<file path="src/rtl/show_char_render.sv">
// show_char_render: fetches one glyph row by row from a font ROM and streams
// clipped foreground/background pixels over a valid/ready port.
module show_char_render #(
    parameter int          LCD_W       = 128,
    parameter int          LCD_H       = 160,
    parameter int          FONT12_BASE = 1520,
    parameter logic [15:0] FG_COLOR    = 16'hFFFF,
    parameter logic [15:0] BG_COLOR    = 16'h0000
) (
    input  logic        sys_clk_i,
    input  logic        sys_rst_i,
    input  logic        show_char_flag_i,
    input  logic [6:0]  ascii_num_i,
    input  logic [8:0]  start_x_i,
    input  logic [8:0]  start_y_i,
    input  logic        en_size_i,
    output logic [11:0] rom_addr_o,
    input  logic [7:0]  rom_data_i,
    output logic        pix_valid_o,
    input  logic        pix_ready_i,
    output logic [8:0]  pix_x_o,
    output logic [8:0]  pix_y_o,
    output logic [15:0] pix_color_o,
    output logic        busy_o,
    output logic        show_char_done_o
);
    typedef enum logic [2:0] {IDLE, FETCH, WAIT, DRAW, DONE} state_t;

    state_t      state_q;
    logic [6:0]  ascii_q;
    logic [8:0]  x_q, y_q;
    logic        size_q;
    logic [3:0]  row_q;
    logic [2:0]  col_q;
    logic [7:0]  sh_q;
    logic [11:0] rom_addr_q;
    logic        pix_valid_q, busy_q, done_q;
    logic [8:0]  pix_x_q, pix_y_q;
    logic [15:0] pix_color_q;

    logic [2:0]  col_d;
    logic [3:0]  row_d;
    logic [9:0]  x_sum, y_sum;
    logic [7:0]  glyph_d, bits_d;
    logic        in_panel, advance, last_col, last_row;

    function automatic logic [11:0] addr_f(input logic [6:0] a, input logic s, input logic [3:0] r);
        return s ? {1'b0, a, 4'b0000} + {8'd0, r}
                 : 12'(FONT12_BASE) + {5'd0, a} * 12'd12 + {8'd0, r};
    endfunction

    // WAIT loads column 0 straight from the ROM byte; DRAW loads the next column from the shifter.
    always_comb begin
        col_d    = (state_q == WAIT) ? 3'd0 : col_q + 3'd1;
        row_d    = row_q + 4'd1;
        x_sum    = {1'b0, x_q} + {7'd0, col_d};
        y_sum    = {1'b0, y_q} + {6'd0, row_q};
        in_panel = (x_sum < 10'(LCD_W)) && (y_sum < 10'(LCD_H));
        glyph_d  = (ascii_q > 7'd94) ? 8'd0 : rom_data_i;
        bits_d   = (state_q == WAIT) ? glyph_d : sh_q;
        advance  = !pix_valid_q || pix_ready_i;
        last_col = col_q == (size_q ? 3'd7 : 3'd5);
        last_row = row_q == (size_q ? 4'd15 : 4'd11);
    end

    always_ff @(posedge sys_clk_i) begin
        if (sys_rst_i) begin
            state_q     <= IDLE;
            ascii_q     <= '0;
            x_q         <= '0;
            y_q         <= '0;
            size_q      <= 1'b0;
            row_q       <= '0;
            col_q       <= '0;
            sh_q        <= '0;
            rom_addr_q  <= '0;
            pix_valid_q <= 1'b0;
            pix_x_q     <= '0;
            pix_y_q     <= '0;
            pix_color_q <= '0;
            busy_q      <= 1'b0;
            done_q      <= 1'b0;
        end else begin
            case (state_q)
                IDLE: if (show_char_flag_i) begin
                    ascii_q    <= ascii_num_i;
                    x_q        <= start_x_i;
                    y_q        <= start_y_i;
                    size_q     <= en_size_i;
                    row_q      <= '0;
                    rom_addr_q <= addr_f(ascii_num_i, en_size_i, 4'd0);
                    busy_q     <= 1'b1;
                    state_q    <= FETCH;
                end
                FETCH: state_q <= WAIT;
                WAIT, DRAW: begin
                    if (state_q == WAIT || (advance && !last_col)) begin
                        sh_q        <= bits_d << 1;
                        pix_color_q <= bits_d[7] ? FG_COLOR : BG_COLOR;
                        pix_x_q     <= x_sum[8:0];
                        pix_y_q     <= y_sum[8:0];
                        pix_valid_q <= in_panel;
                        col_q       <= col_d;
                        state_q     <= DRAW;
                    end else if (advance) begin
                        pix_valid_q <= 1'b0;
                        if (last_row) begin
                            done_q  <= 1'b1;
                            state_q <= DONE;
                        end else begin
                            row_q      <= row_d;
                            rom_addr_q <= addr_f(ascii_q, size_q, row_d);
                            state_q    <= FETCH;
                        end
                    end
                end
                DONE: begin
                    done_q  <= 1'b0;
                    busy_q  <= 1'b0;
                    state_q <= IDLE;
                end
                default: state_q <= IDLE;
            endcase
        end
    end

    assign rom_addr_o       = rom_addr_q;
    assign pix_valid_o      = pix_valid_q;
    assign pix_x_o          = pix_x_q;
    assign pix_y_o          = pix_y_q;
    assign pix_color_o      = pix_color_q;
    assign busy_o           = busy_q;
    assign show_char_done_o = done_q;
endmodule

</file>
<file path="config.mk">
export PLATFORM = sky130hd
export DESIGN_NAME = show_char_render
export DESIGN_NICKNAME = d
export VERILOG_FILES = /design/src/rtl/show_char_render.sv
export SDC_FILE = /design/constraint.sdc
export NUM_CORES = 1
export LEC_CHECK = 0
export BUFFER_PORTS_ARGS = -buffer_cell sky130_fd_sc_hd__buf_2
export CAP_MARGIN = 20
export CORE_MARGIN = 5
export CORE_UTILIZATION = 40
export CTS_BUF_LIST = sky130_fd_sc_hd__clkbuf_16
export DETAILED_ROUTE_END_ITERATION = 6
export PLACE_DENSITY_LB_ADDON = 0.25
export SETUP_SLACK_MARGIN = 0.4
export SYNTH_ARGS = -nofsm -noshare
export SYNTH_HDL_FRONTEND = slang
export SYNTH_SLANG_ARGS = --single-unit
</file>
<file path="constraint.sdc">
create_clock -name sys_clk_i -period 2.5 [get_ports sys_clk_i]
set_clock_uncertainty 0.2 [all_clocks]
set_input_delay 0.25 -clock sys_clk_i [delete_from_list [all_inputs] [get_ports sys_clk_i]]
set_output_delay 0.25 -clock sys_clk_i [all_outputs]
set_load 0.02 [all_outputs]
</file>
==> results_dict.tcl <==
set metrics [dict create \
    yosysMostFrequentCell "nand2_1" \
    cts.sinks 75 \
    clk_path_buf_depth 2 \
    seqPwrFrac 0.363 \
    yosysTopAreaCell "dfxtp_1" \
    syn_inst 584 \
    drive_gt1_frac 0.395 \
    worstPathArrival_ns 2.75 \
    fillers 962 \
    layout.nets 836 \
    ys.flop_type "dfxtp_1" \
    ys_warn_count 0 \
    first_global_vias 4854 \
    syn2layout_area_growth_pct 48.0 \
    path_clk_slew_ns 0.06 \
    synthMuxAreaShare 0.00677 \
    dpl.cell_count 854 \
    violations "negative setup slack" \
    io_pins 87 \
    synth_nets 658 \
    hold_viol_final 0 \
    clkPwrFrac 0.331 \
    rsz0062_at_grt "yes" \
    wl_per_cell_um 15.2 \
    drc 0 \
    num_rows 39 \
    drt-pass1-iter-count 5 \
    cp_max_fo 5 \
    clock_latency_ns 0.33 \
    rr_worst_depth 8 \
    cp-end-kind "register" \
    numPortBuffers 86 \
    synthSimpleGateAreaFrac 0.223 \
    synth_area_um2 4620 \
    antenna_found_initial 0 \
    yosysUniqueCellTypes 61 \
    hpwl_mm 9.72 \
    fmax_mhz 371 \
    whs_path_depth 3 \
    slowest_delay_ns 0.51 \
    min_to "sh_q[2]" \
    leakagePower_nw 2.95 \
    post-route-period-util 1.08 \
    syn_area_per_cell_um2 7.92 \
    synth_area_leaders "dfxtp_1, ha_1, nand2_1" \
    utilization 0.602 \
    track_usage 0.197 \
    via_per_inst 5.35 \
    intPower_mw 2.58 \
    critical-path-top-delay-family "simple AND/OR/NAND/NOR gates" \
    grt_max_degree 40 \
    die_w_um 118 \
    p_total_mw 3.79 \
    drt_iter0_markers 308 \
    critPathSlowestCell "or4_4" \
    vias 4858 \
    maxCapViolCount 0 \
    cts_root_buf "clkbuf_16" \
    synth-edff-count 0 \
    status "finished, violations left" \
    diodes 0 \
    min_path_type "primary input to register" \
    drt_wl_total_mm 13.8 \
    ff2ff_setup_slack_ns -0.20 \
    routabilityCongestion 0.863 \
    power.switching_mw 1.21 \
    holdCritStartpoint "rom_data_i[1]" \
    synth_xor_area_frac 0.0663 \
    rr_startpoint "ascii_q[1]" \
    reg2reg_to "rom_addr_o[9]" \
    coreArea_um2 11400 \
    drv_slew 0 \
    synth_top_area_frac 0.325 \
    synth_top_family_by_area "simple AND/OR/NAND/NOR gates" \
    die_h_um 118 \
    p_per_area_nw_per_um2 555 \
    required_ns 2.56 \
    startpoint_type "register" \
    numCtsBuffers 9 \
    start_util 0.407 \
    ys_async_sr_fraction 0 \
    max-slew-margin-rel 0.563 \
    vdd.ir_drop.worst_uv 336 \
    crit_cells 8 \
    worstPathCellList "ha_4 -> fa_2 -> a211oi_4 -> o221ai_1 -> or4_4 -> and2_1 -> o31a_1 -> nor3_2" \
    crit_buf_inv 0 \
    gr-total-overflow 0 \
    setup_tns_ns -0.721 \
    ys_seq_area_frac 0.325 \
    setup_viol 5 \
    fin_ws_ns -0.198 \
    ys_ff_latch 75 \
    yosys.area_share.adder 0.106 \
    synth_top_cells_by_count "nand2_1, dfxtp_1, a21oi_1" \
    switching_share 0.319 \
    grt_first_pass_wirelength_mm 23.1 \
    final_cells 908 \
    cts_tree "done" \
    whs_ns 0.0232 \
    critical_path_class "register to register" \
    worst_slew_pin_slew_ns 0.655 \
    die_area_um2 13800 \
    fin_crit_ns 2.70 \
    final_antenna_net_count 0 \
    pwr-share-comb 0.306 \
    synth_compound_area_frac 0.202 \
    cts_max_level 3 \
]
## routing by layer
layer	global-route usage	part of all wire	vias to the layer above
met3	0.0370	0.051	24
met5	0	0	-
met1	0.267	0.46	2317
met4	0.0659	0.018	0
li1	-	-	2381
met2	0.315	0.47	136
## power groups by stage
stage	sequential [mW]	combinational (mW)	clock [mW]
floorplan	1.43	0.620	0
global placement	1.39	1.04	0
detailed placement	1.39	1.05	0
CTS	1.37	1.13	1.27
global route	1.39	1.28	1.34
finish	1.38	1.16	1.25
## cells by family (layout without fill, tap and decap cells)
kind of cell               after synthesis  in the layout
muxes                                    3              3
and+or+nand+nor                        221            221
xor gates and xnor gates                35             35
AOI/OAI and AO/OA                      145            145
DFF                                     75             75
buffers and inverters                   69            250
adders and majority gates               36             36
## flip-flops by register name, summed over array words and instances, names as in the netlist
signal	cells
pix_color_o	1
state_q	3
ascii_q	7
size_q	1
pix_y_o	9
busy_o	1
col_q	3
y_q	9
pix_valid_o	1
pix_x_o	9
row_q	4
rom_addr_o	10
x_q	9
show_char_done_o	1
sh_q	7
## worst max path at each step
stage	startpoint	to	slack, ns
after floorplan	ascii_q[1]	rom_addr_o[9]	-0.08
after global placement	ascii_num_i[1]	rom_addr_o[9]	-0.23
after detailed placement	ascii_num_i[1]	rom_addr_o[9]	-0.26
after CTS	ascii_q[1]	rom_addr_o[9]	-0.20
after global routing	ascii_q[1]	rom_addr_o[10]	-0.32
final	ascii_q[1]	rom_addr_o[9]	-0.20
## metrics by stage
step / cell area, µm² / worst slack, ns
floorplan: 4790 / -0.0770
global placement: 5830 / -0.229
detailed placement: 5830 / -0.262
CTS: 6680 / -0.195
global route: 6840 / -0.316
finish: 6840 / -0.198
## cells in the final DEF (no fill, tap or decap), types with 15 or more instances in the layout
master / instances
nand2_1: 93
dlygate4sd3_1: 19
buf_4: 100
dfxtp_1: 66
a21oi_1: 56
inv_1: 15
a211oi_1: 15
nand3_1: 15
buf_2: 86
nor2_1: 43
xnor2_1: 15
ha_1: 19
## final cells by class
type                            instances  area, µm²  area share
Inverter                               20       77.6      0.0113
Timing Repair Buffer                  216       1510       0.221
Multi-Input combinational cell        440       3260       0.477
Tap cell                              143        179      0.0262
Clock inverter                          5       55.1     0.00805
Sequential cell                        75       1530       0.223
Clock buffer                            9        225      0.0329
## worst min-delay path, cell delays in order
cell and delay (ns):
buf_2 0.08, a221oi_1 0.06, nor3_1 0.11
## repair_timing
item,4_1_cts,5_1_grt
endpoints found under the hold margin,19,0
buffers inserted,17,4
gates resized for setup,51,30
hold buffers,19,0
gates cloned,0,0
setup endpoints to repair,26,43
pin swaps,22,11
No activity file was read; power rests on OpenSTA's default activity.
